===== src/rtl/axi4_lite_reg_slave_if.sv =====
// AXI4-Lite channel bundle (32-bit data, 4-bit strobe) between the UART bridge master and register slaves.
// Pure wiring: no state, no latency; flow control is plain valid/ready on each channel.
interface axi4_lite_if #(
    parameter int ADDR_WIDTH = 32
);
    logic                  awvalid;
    logic                  awready;
    logic [ADDR_WIDTH-1:0] awaddr;
    logic [2:0]            awprot;
    logic                  wvalid;
    logic                  wready;
    logic [31:0]           wdata;
    logic [3:0]            wstrb;
    logic                  bvalid;
    logic                  bready;
    logic [1:0]            bresp;
    logic                  arvalid;
    logic                  arready;
    logic [ADDR_WIDTH-1:0] araddr;
    logic [2:0]            arprot;
    logic                  rvalid;
    logic                  rready;
    logic [31:0]           rdata;
    logic [1:0]            rresp;

    modport slave (
        input  awvalid, awaddr, awprot, wvalid, wdata, wstrb, bready,
        input  arvalid, araddr, arprot, rready,
        output awready, wready, bvalid, bresp, arready, rvalid, rdata, rresp
    );

    modport master (
        output awvalid, awaddr, awprot, wvalid, wdata, wstrb, bready,
        output arvalid, araddr, arprot, rready,
        input  awready, wready, bvalid, bresp, arready, rvalid, rdata, rresp
    );
endinterface


===== src/rtl/axi4_lite_reg_slave.sv =====
// AXI4-Lite register file: N_RW control regs + read-only status words; AXI_SLV_ERRCNT_EN adds a SLVERR counter.
// Latency: B and R valid one cycle after the completing AW/W or AR handshake.
// Backpressure: one outstanding B and one outstanding R; channel readies stay low until that response is taken.
module axi4_lite_reg_slave #(
    parameter int ADDR_WIDTH = 32,
    parameter int N_REGS     = 16,
    parameter int N_RW       = 8
) (
    input  logic                       clk,
    input  logic                       rst,
    axi4_lite_if.slave                 axi,
    output logic [N_RW*32-1:0]          reg_out,
    output logic [N_RW-1:0]             reg_wr_pulse,
    input  logic [(N_REGS-N_RW)*32-1:0] status_in
`ifdef AXI_SLV_ERRCNT_EN
    ,
    output logic [15:0]                 err_count
`endif
);
    localparam int IDX_W = ADDR_WIDTH - 2;
    localparam logic [IDX_W-1:0] N_RW_I   = IDX_W'(N_RW);
    localparam logic [IDX_W-1:0] N_REGS_I = IDX_W'(N_REGS);

    localparam logic [0:0] WR_IDLE = 1'b0;
    localparam logic [0:0] WR_RESP = 1'b1;
    localparam logic [0:0] RD_IDLE = 1'b0;
    localparam logic [0:0] RD_RESP = 1'b1;

    logic [0:0]            wr_state;
    logic [0:0]            rd_state;
    logic                  aw_held;
    logic                  w_held;
    logic [ADDR_WIDTH-1:0] aw_addr_q;
    logic [31:0]           w_data_q;
    logic [3:0]            w_strb_q;
    logic [1:0]            bresp_q;
    logic [1:0]            rresp_q;
    logic [31:0]           rdata_q;
    logic [31:0]           regs [N_RW];
    logic [31:0]           word_map [N_REGS];

    logic                  aw_hs;
    logic                  w_hs;
    logic                  ar_hs;
    logic                  commit;
    logic [ADDR_WIDTH-1:0] wr_addr;
    logic [31:0]           wr_data;
    logic [3:0]            wr_strb;
    logic [IDX_W-1:0]      wr_idx;
    logic                  wr_err;
    logic [IDX_W-1:0]      rd_idx;
    logic                  rd_err;
    logic [31:0]           rd_word;
    logic                  unused_bits;

    // Readies are gated by rst so nothing is accepted while reset is asserted.
    assign axi.awready = rst && (wr_state == WR_IDLE) && !aw_held;
    assign axi.wready  = rst && (wr_state == WR_IDLE) && !w_held;
    assign axi.arready = rst && (rd_state == RD_IDLE);
    assign axi.bvalid  = (wr_state == WR_RESP);
    assign axi.bresp   = bresp_q;
    assign axi.rvalid  = (rd_state == RD_RESP);
    assign axi.rresp   = rresp_q;
    assign axi.rdata   = rdata_q;

    assign aw_hs   = axi.awvalid && axi.awready;
    assign w_hs    = axi.wvalid && axi.wready;
    assign ar_hs   = axi.arvalid && axi.arready;
    assign wr_addr = aw_held ? aw_addr_q : axi.awaddr;
    assign wr_data = w_held ? w_data_q : axi.wdata;
    assign wr_strb = w_held ? w_strb_q : axi.wstrb;
    assign commit  = (wr_state == WR_IDLE) && (aw_held || aw_hs) && (w_held || w_hs);
    assign wr_idx  = wr_addr[ADDR_WIDTH-1:2];
    assign wr_err  = (wr_idx >= N_RW_I);
    assign rd_idx  = axi.araddr[ADDR_WIDTH-1:2];
    assign rd_err  = (rd_idx >= N_REGS_I);

    assign unused_bits = ^{axi.awprot, axi.arprot, wr_addr[1:0], axi.araddr[1:0]};

    for (genvar g = 0; g < N_REGS; g++) begin : g_map
        if (g < N_RW) begin : g_rw
            assign word_map[g]         = regs[g];
            assign reg_out[g*32 +: 32] = regs[g];
        end else begin : g_ro
            assign word_map[g] = status_in[(g-N_RW)*32 +: 32];
        end
    end

    always_comb begin
        rd_word = '0;
        for (int i = 0; i < N_REGS; i++) begin
            if (rd_idx == IDX_W'(i)) rd_word = word_map[i];
        end
    end

    always_ff @(posedge clk or negedge rst) begin
        if (!rst) begin
            wr_state     <= WR_IDLE;
            aw_held      <= 1'b0;
            w_held       <= 1'b0;
            aw_addr_q    <= '0;
            w_data_q     <= '0;
            w_strb_q     <= '0;
            bresp_q      <= 2'b00;
            reg_wr_pulse <= '0;
        end else begin
            reg_wr_pulse <= '0;
            case (wr_state)
                WR_IDLE: begin
                    if (commit) begin
                        aw_held  <= 1'b0;
                        w_held   <= 1'b0;
                        bresp_q  <= wr_err ? 2'b10 : 2'b00;
                        wr_state <= WR_RESP;
                        if (!wr_err) reg_wr_pulse <= N_RW'(1) << wr_idx;
                    end else begin
                        if (aw_hs) begin
                            aw_held   <= 1'b1;
                            aw_addr_q <= axi.awaddr;
                        end
                        if (w_hs) begin
                            w_held   <= 1'b1;
                            w_data_q <= axi.wdata;
                            w_strb_q <= axi.wstrb;
                        end
                    end
                end
                default: begin
                    if (axi.bready) wr_state <= WR_IDLE;
                end
            endcase
        end
    end

    always_ff @(posedge clk or negedge rst) begin
        if (!rst) begin
            for (int i = 0; i < N_RW; i++) regs[i] <= '0;
        end else if (commit && !wr_err) begin
            for (int i = 0; i < N_RW; i++) begin
                if (wr_idx == IDX_W'(i)) begin
                    for (int b = 0; b < 4; b++) begin
                        if (wr_strb[b]) regs[i][b*8 +: 8] <= wr_data[b*8 +: 8];
                    end
                end
            end
        end
    end

    // Read data is captured at the AR edge, so it reflects pre-write register state on a same-edge commit.
    always_ff @(posedge clk or negedge rst) begin
        if (!rst) begin
            rd_state <= RD_IDLE;
            rdata_q  <= '0;
            rresp_q  <= 2'b00;
        end else begin
            case (rd_state)
                RD_IDLE: begin
                    if (ar_hs) begin
                        rdata_q  <= rd_word;
                        rresp_q  <= rd_err ? 2'b10 : 2'b00;
                        rd_state <= RD_RESP;
                    end
                end
                default: begin
                    if (axi.rready) rd_state <= RD_IDLE;
                end
            endcase
        end
    end

`ifdef AXI_SLV_ERRCNT_EN
    logic        b_err;
    logic        r_err;
    logic        cnt_clr;
    logic [16:0] err_sum;

    assign b_err   = axi.bvalid && axi.bready && (bresp_q == 2'b10);
    assign r_err   = axi.rvalid && axi.rready && (rresp_q == 2'b10);
    assign cnt_clr = commit && !wr_err && (wr_idx == '0) && wr_strb[3] && wr_data[31];
    assign err_sum = {1'b0, err_count} + 17'(b_err) + 17'(r_err);

    always_ff @(posedge clk or negedge rst) begin
        if (!rst) begin
            err_count <= '0;
        end else if (cnt_clr) begin
            err_count <= '0;
        end else if (err_sum[16]) begin
            err_count <= 16'hFFFF;
        end else begin
            err_count <= err_sum[15:0];
        end
    end
`endif
endmodule


===== src/flat_wrapper.sv =====
// flat-port wrapper written by rule: the top's interface ports become plain ports
module axi4_lite_reg_slave_flat 
#(
    parameter int ADDR_WIDTH = 32,
    parameter int N_REGS     = 16,
    parameter int N_RW       = 8
)
  (clk, rst, reg_out, reg_wr_pulse, status_in, axi_awvalid, axi_awaddr, axi_awprot, axi_wvalid, axi_wdata, axi_wstrb, axi_bready, axi_arvalid, axi_araddr, axi_arprot, axi_rready, axi_awready, axi_wready, axi_bvalid, axi_bresp, axi_arready, axi_rvalid, axi_rdata, axi_rresp);
  axi4_lite_if #(.ADDR_WIDTH(ADDR_WIDTH)) axi_i ();
  input  logic clk;
  input  logic rst;
  output logic [N_RW*32-1:0] reg_out;
  output logic [N_RW-1:0] reg_wr_pulse;
  input  logic [(N_REGS-N_RW)*32-1:0] status_in;
  input wire logic [$bits(axi_i.awvalid)-1:0] axi_awvalid;
  input wire logic [$bits(axi_i.awaddr)-1:0] axi_awaddr;
  input wire logic [$bits(axi_i.awprot)-1:0] axi_awprot;
  input wire logic [$bits(axi_i.wvalid)-1:0] axi_wvalid;
  input wire logic [$bits(axi_i.wdata)-1:0] axi_wdata;
  input wire logic [$bits(axi_i.wstrb)-1:0] axi_wstrb;
  input wire logic [$bits(axi_i.bready)-1:0] axi_bready;
  input wire logic [$bits(axi_i.arvalid)-1:0] axi_arvalid;
  input wire logic [$bits(axi_i.araddr)-1:0] axi_araddr;
  input wire logic [$bits(axi_i.arprot)-1:0] axi_arprot;
  input wire logic [$bits(axi_i.rready)-1:0] axi_rready;
  output wire logic [$bits(axi_i.awready)-1:0] axi_awready;
  output wire logic [$bits(axi_i.wready)-1:0] axi_wready;
  output wire logic [$bits(axi_i.bvalid)-1:0] axi_bvalid;
  output wire logic [$bits(axi_i.bresp)-1:0] axi_bresp;
  output wire logic [$bits(axi_i.arready)-1:0] axi_arready;
  output wire logic [$bits(axi_i.rvalid)-1:0] axi_rvalid;
  output wire logic [$bits(axi_i.rdata)-1:0] axi_rdata;
  output wire logic [$bits(axi_i.rresp)-1:0] axi_rresp;
  assign axi_i.awvalid = axi_awvalid;
  assign axi_i.awaddr = axi_awaddr;
  assign axi_i.awprot = axi_awprot;
  assign axi_i.wvalid = axi_wvalid;
  assign axi_i.wdata = axi_wdata;
  assign axi_i.wstrb = axi_wstrb;
  assign axi_i.bready = axi_bready;
  assign axi_i.arvalid = axi_arvalid;
  assign axi_i.araddr = axi_araddr;
  assign axi_i.arprot = axi_arprot;
  assign axi_i.rready = axi_rready;
  assign axi_awready = axi_i.awready;
  assign axi_wready = axi_i.wready;
  assign axi_bvalid = axi_i.bvalid;
  assign axi_bresp = axi_i.bresp;
  assign axi_arready = axi_i.arready;
  assign axi_rvalid = axi_i.rvalid;
  assign axi_rdata = axi_i.rdata;
  assign axi_rresp = axi_i.rresp;
  axi4_lite_reg_slave #(.ADDR_WIDTH(ADDR_WIDTH), .N_REGS(N_REGS), .N_RW(N_RW)) u_core (.clk(clk), .rst(rst), .axi(axi_i), .reg_out(reg_out), .reg_wr_pulse(reg_wr_pulse), .status_in(status_in));
endmodule

===== config.mk =====
export PLATFORM = sky130hd
export DESIGN_NAME = axi4_lite_reg_slave_flat
export DESIGN_NICKNAME = d
export VERILOG_FILES = /design/src/rtl/axi4_lite_reg_slave_if.sv /design/src/rtl/axi4_lite_reg_slave.sv /design/src/flat_wrapper.sv
export SDC_FILE = /design/constraint.sdc
export NUM_CORES = 1
export LEC_CHECK = 0
export ABC_AREA = 1
export CAP_MARGIN = 10
export CORE_AREA = 2 2 260 262
export DETAILED_ROUTE_END_ITERATION = 16
export DIE_AREA = 0 0 262 264
export PLACE_DENSITY = 0.63
export SLEW_MARGIN = 5
export SYNTH_ARGS = -nofsm -noshare
export SYNTH_HDL_FRONTEND = slang
export SYNTH_SLANG_ARGS = --single-unit

===== constraint.sdc =====
create_clock -name clk -period 7.8 [get_ports clk]
set_input_delay 1.56 -clock clk [delete_from_list [all_inputs] [get_ports clk]]
set_output_delay 1.56 -clock clk [all_outputs]
set_load 0.03 [all_outputs]

Yosys cells after proc, flatten, opt, wreduce, memory -nomap -nowiden
Index checks and enable logic that the tools add are counted.
Widths: inputs -> output; s select.
Storage, ports and cells
  output and inout bits: 305
  register bits after elaboration: 372
  word-level logic and storage cells: 162
Operators by class
  bitwise logic cells: 3
  reduce and logical (&&, ||, !) cells: 57
  shifts and indexed selects: 1
  equal/unequal tests: 22
  magnitude comparators: 2
  muxes and demuxes: 34
Operator list (count)
  $mux 32: 18
  $eq 30x3->1 const B: 8
  $eq 30x4->1 const B: 8
  $eq 30x2->1 const B: 4
  $reduce_and 3->1: 34
  $eq 30x1->1 const B: 2
  $logic_not 30->1: 2
  $ge 30x4->1 const B: 1
  $ge 30x5->1 const B: 1
  $shl 1x30->8 const A: 1
  $mux 8: 3
  $logic_and 1x1->1: 10
  $mux 1: 10
  $reduce_and 2->1: 4
  $mux 2: 2
  $mux 4: 1
  $reduce_bool 2->1: 2
  $logic_not 1->1: 3
  $not 1->1: 3
  $logic_or 1x1->1: 2

Longest topological paths before layout
Gate-level depths: netlist of the first run.
  depth in word-level cells: 17
  gate-level depth with buffers: 17

Worst setup path before layout of the first run
No wires, ideal clock.
  path kind: input to register
  start: input port rst
  end: register u_core.regs (netlist bit u_core.reg_out[10])
  stages on the path: 13
  buffers on the path: 1
  data arrival time: 3748 ps
  path slack: 3934 ps
  cell sequence: inv_1 nor3_2 and2_4 nor2_1 nor2_1 inv_2 nor4_2 nand2_2 nor2_4 nand2_1 buf_4 a21oi_1 inv_1
Between the ends
  elaborated cells between the ends (all ways): 11
  those cells by class: 11 x reduce/logical
RTL lines
  start: declaration: line flat_wrapper.sv:11  | input logic rst;
  $logic_and 1x1->1 (2 in series): line axi4_lite_reg_slave.sv:58  | assign axi.wready = rst && (wr_state == WR_IDLE) && !w_held;
  via axi_wready: line flat_wrapper.sv:27  | output wire logic [$bits(axi_i.wready)-1:0] axi_wready;
  $logic_and 1x1->1: line axi4_lite_reg_slave.sv:67  | assign w_hs = axi.wvalid && axi.wready;
  $logic_or 1x1->1: line axi4_lite_reg_slave.sv:72  | assign commit = (wr_state == WR_IDLE) && (aw_held || aw_hs) && (w_held || w_hs);
  $logic_and 1x1->1: line axi4_lite_reg_slave.sv:72
  $logic_and 1x1->1: line axi4_lite_reg_slave.sv:138  | end else if (commit && !wr_err) begin
  $reduce_and 3->1 (no source line)
  end signal: indexed assignment: line axi4_lite_reg_slave.sv:142  | if (wr_strb[b]) regs[i][b*8 +: 8] <= wr_data[b*8 +: 8];
  end: declaration: line axi4_lite_reg_slave.sv:39  | logic [31:0] regs [N_RW];
The timed path passes the listed nets, and every way through them passes these cells.
A chain may end at the register's enable or synchronous reset.

Worst setup path after layout of the first run
  start: input port rst
  end: output port axi_arready
Between the ends
  word-level cells in the longest chain between the ends: 1
Ends and longest elaborated chain
  $logic_and 1x1->1: line axi4_lite_reg_slave.sv:59  | assign axi.arready = rst && (rd_state == RD_IDLE);
  end: declaration: line flat_wrapper.sv:30  | output wire logic [$bits(axi_i.arready)-1:0] axi_arready;
No other way between the ends.

==> results of run 1 <==
==> cell families (layout without fill, tap and decap cells) <==
logic type      Yosys count  in the layout  share of synthesized area [%]
flops                   368            368                           48.8
other cells               1             14                         0.0199
compound gates          305            305                           9.10
simple gates           1335           1335                           31.0
buf+inv                 309            955                           6.70
mux                      76             76                           4.32
==> final cells by class <==
| class | count | area (sq um) |
|---|---|---|
| multi-input combinational | 1718 | 8470 |
| clock inverter | 20 | 273 |
| sequential | 368 | 9210 |
| clock buffer | 62 | 1240 |
| tap | 873 | 1090 |
| inverter | 186 | 701 |
| fill | 6822 | 38700 |
| timing repair buffer | 687 | 6850 |
| antenna | 12 | 30.0 |
==> through the flow <==
stage / total power, uW / setup slack [ps] / instances / utilization (%)
final: 5330 / 2770 / 3926 / 41.9
after global routing: 5580 / 2520 / 3923 / 41.9
after CTS: 5400 / 2700 / 3914 / 41.8
after detailed placement: 3210 / 2370 / 3832 / 39.6
after global placement: 3190 / 2400 / 3832 / 39.6
after floorplan: 2770 / 3930 / 2395 / -
==> routing by layer <==
| layer | routed length, microns | up-vias | track usage [%] |
|---|---|---|---|
| met5 | 138 | - | 0 |
| met4 | 3380 | 20 | 9.39 |
| met3 | 8550 | 177 | 7.83 |
| met2 | 39600 | 812 | 38.8 |
| met1 | 35600 | 9017 | 30.8 |
| li1 | - | 9116 | - |
==> state kept, by name, indices dropped and copies added, names as in the netlist <==
| signal | flops |
|---|---|
| u_core.w_held | 1 |
| u_core.aw_addr_q | 30 |
| u_core.reg_wr_pulse | 8 |
| u_core.axi.rdata | 32 |
| u_core.axi.rresp | 1 |
| u_core.w_data_q | 32 |
| u_core.reg_out | 256 |
| u_core.w_strb_q | 4 |
| u_core.axi.bresp | 1 |
| u_core.axi.rvalid | 1 |
| u_core.aw_held | 1 |
| u_core.axi.bvalid | 1 |
==> worst max path at each step <==
stage,start,to,slack (ps),depth (start not counted)
2_1_floorplan,rst,u_core.reg_out[10]$_DFFE_PN0P_,3930,13
3_3_place_gp,axi_araddr[9],u_core.axi.rdata[18]$_DFFE_PN0P_,2400,16
3_5_place_dp,axi_araddr[9],u_core.axi.rdata[18]$_DFFE_PN0P_,2370,16
4_1_cts,rst,axi_arready,2700,4
5_1_grt,rst,axi_arready,2520,4
6_report,rst,axi_arready,2770,4
==> worst reg2reg max path: cells and delay by family, from the launching register on <==
family,cells,cell delay [ps]
AND/OR/NAND/NOR,6,2020
flip-flops,1,550
buffers and inverters,2,470
AO/OA/AOI/OAI,2,460
==> cell usage after synthesis (2+ instances only) <==
| cell type | number |
|---|---|
| o21ai_1 | 165 |
| nor3b_4 | 6 |
| a21oi_1 | 35 |
| mux2_2 | 44 |
| mux2i_1 | 32 |
| inv_1 | 180 |
| nand4_1 | 137 |
| clkbuf_1 | 81 |
| nor3_1 | 10 |
| o31ai_1 | 3 |
| and2_1 | 2 |
| dfrtp_1 | 368 |
| buf_1 | 6 |
| nand2_4 | 4 |
| nor3_2 | 2 |
| a211oi_1 | 2 |
| buf_4 | 5 |
| o31ai_2 | 3 |
| buf_6 | 7 |
| nand2_2 | 30 |
| o21ai_2 | 32 |
| nand3_1 | 155 |
| buf_2 | 24 |
| inv_2 | 4 |
| and3_1 | 2 |
| or2_2 | 4 |
| o2111ai_1 | 5 |
| o21ai_0 | 59 |
| nand2_1 | 690 |
| nor2_1 | 284 |
==> power groups by stage <==
stage / combinational [uW] / sequential [uW] / clock (uW)
final: 991 / 2180 / 2160
after global routing: 1090 / 2200 / 2290
after CTS: 1000 / 2180 / 2210
after detailed placement: 997 / 2220 / 0
after global placement: 983 / 2210 / 0
after floorplan: 581 / 2190 / 0
==> impl_metrics.py, run 1 <==
metrics = {
    "sta": {
        "slew_headroom_pct": 17.1,
        "hold_slack_ps": 471,
        "worst_pin_slew_ps": 1210,
        "setup_viol": 0,
        "rsz0062_at_grt": "false",
        "timing.fmax_ghz": 0.199,
        "hold_viol": 0,
        "maxSlewViolCount": 0,
        "min_period_ps": 5030,
        "setup-tns-final_ps": 0,
        "fin_skew_ps": 29.5,
        "period_share_pct": 64.5,
    },
    "clock_tree": {
        "root_buffer": "clkbuf_16",
        "worstSkewPairLatency_ps": 590,
        "cts_tree": "yes",
        "clkSinkCount": 368,
        "cts_max_level": 2,
        "ctsResizeCount": 0,
        "clk_pin_slew_worst_paths_ps": 60,
        "cts_buffers": 44,
        "max-clock-path-buffers": 3,
        "post-cts-setup-buffers": 0,
        "postCtsHoldBufs": 0,
    },
    "critical_path": {
        "worstReg2RegStart": "u_core.aw_held$_DFFE_PN0P_",
        "worstSetupPathType": "primary input to output port",
        "slowest_delay_ps": 730,
        "path_cells": "buf_8 -> inv_1 -> nor2_1 -> clkdlybuf4s50_1",
        "crit_buf_inv": 3,
        "timing.reg2reg.setup_slack_ps": 4150,
        "critPathMaxFanout": 81,
        "reg2reg_depth": 10,
        "crit_path_start_kind": "primary input",
        "critical-path-top-delay-family": "buffers and inverters",
        "worst_ep_required_time_ps": 6240,
        "rr_endpoint": "u_core.reg_out[228]$_DFFE_PN0P_",
        "arrival_ps": 3470,
        "end_kind": "output port",
        "critPathSlowestCell": "clkdlybuf4s50_1",
    },
    "pwr": {
        "pwr-share-comb_pct": 18.6,
        "switching_power_uw": 1550,
        "seqPwrFrac_pct": 40.9,
        "clkPwrFrac_pct": 40.5,
        "netSwitchingFraction_pct": 29.0,
        "p_int_uw": 3790,
        "peakVddDrop_v": 0.000204,
        "p_per_area_mw_per_mm2": 191,
        "leakage_uw": 0.0122,
    },
    "yosys": {
        "ys.flop_type": "dfrtp_1",
        "synth_edf_count": 0,
        "yosysSeqAreaShare_pct": 48.8,
        "synth_top_area_share_pct": 48.8,
        "synthTopCellsByArea": "dfrtp_1 49%, nand2_1 14%, nor2_1 5.7%, nand4_1 4.5%, o21ai_1 4.4%",
        "syn_area_per_cell_sq_um": 7.88,
        "synth_cells": 2394,
        "yosys.area.top_type": "dfrtp_1",
        "synth_area_sq_mm": 0.0189,
        "yosys_warnings": 0,
        "yosysUniqueCellTypes": 43,
        "ys_seq_elements": 368,
        "synth_async_sr_flop_share_pct": 100,
    },
    "global_route": {
        "grt_pass1_wl_microns": 124000,
        "antenna_found_initial": 22,
        "grt_pass1_vias": 18114,
        "grt_usage_pct": 24.5,
        "overflow": 0,
        "grt_max_degree": 82,
    },
    "floorplan": {
        "std_cell_rows": 95,
        "die_h_microns": 264,
        "core_sq_mm": 0.0666,
        "die_x_microns": 262,
        "num_io_pins": 674,
        "initial_utilization_pct": 28.3,
        "design.die.area_sq_mm": 0.0692,
    },
    "place": {
        "post_dp_cell_area_sq_mm": 0.0263,
        "gp_congestion": 0.938,
        "port_buffers": 661,
        "dp_hpwl_microns": 66900,
    },
    "route": {
        "routed_wl_microns": 87300,
        "route.detailed.wl_per_inst_microns": 22.2,
        "drt_pass1_iterations": 5,
        "ant_nets": 0,
        "drt_iter0_drc": 1438,
        "dr_total_vias": 19142,
        "drcViolationCount": 0,
        "viasPerCell": 4.88,
    },
    "cells_and_area": {
        "layout-drive-gt1-share_pct": 8.25,
        "syn_to_final_growth_pct": 47.8,
        "layout_commonest_cell": "nand2_1",
        "final_nets": 3374,
        "final_cell_mix": "689 x nand2_1, 660 x clkdlybuf4s50_1, 367 x dfrtp_1, 279 x nor2_1, 180 x inv_1",
        "fin_area_sq_mm": 0.0279,
    },
    "flow_run": {
        "cap_violations": 0,
    },
    "hold_path": {
        "hold_end": "u_core.w_data_q[23]$_DFFE_PN0P_",
        "hp-class": "flop to flop",
        "min_from": "u_core.w_data_q[23]$_DFFE_PN0P_",
        "hold_path_depth": 2,
    },
    "outcome": {
        "status": "complete, no violations",
    },
}
(Power assumes the default switching activity.)
==> inputs of run 2 (changes only) <==
Settings changed: PLACE_DENSITY 0.63 to 0.65.
Clock period 7.8 ns to 4.31 ns, I/O delays scaled along.
==> run 2 against run 1 <==
Setup slack worse by 2100 ps. Core utilization is 0.12 points higher. Power is 80% higher. Hold slack worse by 90 ps. Final area is 0.30% higher. Critical path depth is 12 higher. Via count hardly changed. Die area stayed put. Sequential cell count stayed put. Clock power is 79% higher.
==> impl_metrics.py, run 2 (synthesized netlist as in run 1, its figures left out) <==
metrics = {
    "critical_path": {
        "end_kind": "flop",
        "reg2reg_depth": 11,
        "critical-path-top-delay-family": "simple AND/OR/NAND/NOR gates",
        "cpMostUsedCell": "nor2_1",
        "critPathMaxFanout": 32,
        "path_depth": 16,
        "crit_buf_inv": 2,
        "worst_ep_required_time_ps": 4820,
        "worstSetupPathType": "primary input to flop",
        "slowest_delay_ps": 870,
        "crit_path_start_kind": "primary input",
        "arrival_ps": 4170,
        "path_cells": "clkdlybuf4s50_1 -> nor2_1 -> inv_1 -> nor2_1 -> nand2_1 -> nor2_4 -> nand3_1 -> nand4_1 -> nor2_1 -> nand4_1 -> nor2_1 -> nand4_1 -> nor2_1 -> nand4_1 -> nand2_1 -> nand2_1",
        "critPathSlowestCell": "nor2_4",
    },
    "sta": {
        "fin_skew_ps": 12.9,
        "rsz0062_at_grt": "false",
        "timing.fmax_ghz": 0.274,
        "period_share_pct": 84.7,
        "worst_pin_slew_ps": 1100,
        "slew_headroom_pct": 24.8,
        "setup-tns-final_ps": 0,
        "setup_viol": 0,
        "min_period_ps": 3650,
        "hold_slack_ps": 381,
        "hold_viol": 0,
        "maxSlewViolCount": 0,
    },
    "route": {
        "viasPerCell": 4.87,
        "route.detailed.wl_per_inst_microns": 22.2,
        "dr_total_vias": 19147,
        "drt_iter0_drc": 1655,
        "ant_nets": 0,
        "routed_wl_microns": 87400,
        "drt_pass1_iterations": 6,
        "drcViolationCount": 0,
    },
    "pwr": {
        "peakVddDrop_v": 0.000325,
        "p_per_area_mw_per_mm2": 344,
        "leakage_uw": 0.0123,
    },
    "clock_tree": {
        "cts_buffers": 44,
        "worstSkewPairLatency_ps": 570,
        "max-clock-path-buffers": 3,
        "cts_max_level": 2,
        "clk_pin_slew_worst_paths_ps": 70,
        "postCtsHoldBufs": 0,
        "root_buffer": "clkbuf_16",
        "ctsResizeCount": 0,
        "clkSinkCount": 368,
        "post-cts-setup-buffers": 0,
        "cts_tree": "yes",
    },
    "cells_and_area": {
        "final_cell_mix": "689 x nand2_1, 660 x clkdlybuf4s50_1, 367 x dfrtp_1, 279 x nor2_1, 180 x inv_1",
        "seqCellArea_sq_mm": 0.00921,
        "syn_to_final_growth_pct": 48.2,
        "layout_commonest_cell": "nand2_1",
        "final_nets": 3386,
        "largest_reg_flops": 256,
        "layout-drive-gt1-share_pct": 8.55,
        "multi_input_area_sq_mm": 0.00847,
        "fillers": 6649,
    },
    "global_route": {
        "overflow": 0,
        "use_met2_pct": 40.0,
        "grt_use_met3_pct": 6.71,
        "antenna_found_initial": 13,
        "grt_pass1_wl_microns": 124000,
        "grt_max_degree": 157,
        "grt_pass1_vias": 18050,
        "use_met1_pct": 31.5,
        "grt_busiest_layer": "met2",
        "grt_usage_pct": 24.4,
    },
    "floorplan": {
        "num_io_pins": 674,
        "die_x_microns": 262,
        "initial_utilization_pct": 28.3,
        "core_sq_mm": 0.0666,
        "design.die.area_sq_mm": 0.0692,
        "die_h_microns": 264,
        "std_cell_rows": 95,
    },
    "flow_run": {
        "cap_violations": 0,
    },
    "hold_path": {
        "hp-class": "primary input to async pin",
    },
    "place": {
        "dp_hpwl_microns": 66800,
        "gp_congestion": 0.942,
        "port_buffers": 661,
    },
    "outcome": {
        "status": "complete, no violations",
    },
}
[run 2: cell types whose count changed in the layout (fill, tap and decap cells not counted), moves of 2 or more]
cell,previous run,this run
diode_2,12,8
clkinvlp_4,4,2
buf_12,3,6
buf_4,23,32
[run 2: worst paths after layout]
path                       slack (ps)                       startpoint                                to
max                               660                    axi_araddr[8]  u_core.axi.rdata[17]$_DFFE_PN0P_
min                               380                              rst   u_core.reg_out[117]$_DFFE_PN0P_
max reg2reg                       730       u_core.aw_held$_DFFE_PN0P_   u_core.reg_out[133]$_DFFE_PN0P_
min reg2reg                       470  u_core.w_data_q[15]$_DFFE_PN0P_   u_core.w_data_q[15]$_DFFE_PN0P_
max in group asynchronous        2320                              rst  u_core.axi.rdata[14]$_DFFE_PN0P_
min in group clk                  470  u_core.w_data_q[15]$_DFFE_PN0P_   u_core.w_data_q[15]$_DFFE_PN0P_
[run 2: layer usage]
layer | wire length (microns) | vias to the layer above
met1 | 36600 | 9134
met4 | 2310 | 14
met3 | 7750 | 133
met2 | 40600 | 745
li1 | - | 9121
met5 | 94 | -
[run 2: area by class of cell]
type / count / share of cell area (%)
Inverter: 186 / 2.51
Multi-Input combinational cell: 1718 / 30.3
Clock buffer: 64 / 4.53
Sequential cell: 368 / 32.9
Antenna cell: 8 / 0.0716
Clock inverter: 17 / 0.747
Timing Repair Buffer: 699 / 25.0
Tap cell: 873 / 3.91
[run 2: worst reg2reg max path, delay by kind of cell (launching register included)]
family	cells	cell delay, ps
compound gates	2	320
buf+inv	1	250
flops	1	760
simple gates	8	2090
[run 2: report_power, final]
group / total (uW) / switching [uW] / internal [uW]
Sequential: 3960 / 186 / 3780
Clock: 3860 / 1570 / 2290
Combinational: 1780 / 1020 / 759
[run 2: stage by stage]
| step | instances | cell area, sq um | worst slack (ps) | utilization (%) | total power [uW] |
|---|---|---|---|---|---|
| detailed placement | 3844 | 26500 | 106 | 39.8 | 5810 |
| CTS | 3925 | 27900 | 693 | 42.0 | 9710 |
| global placement | 3844 | 26500 | 95.5 | 39.8 | 5780 |
| global route | 3929 | 27900 | 344 | 42.0 | 10100 |
| floorplan | 2395 | 18900 | 1140 | - | 5020 |
| finish | 3933 | 28000 | 659 | 42.0 | 9610 |
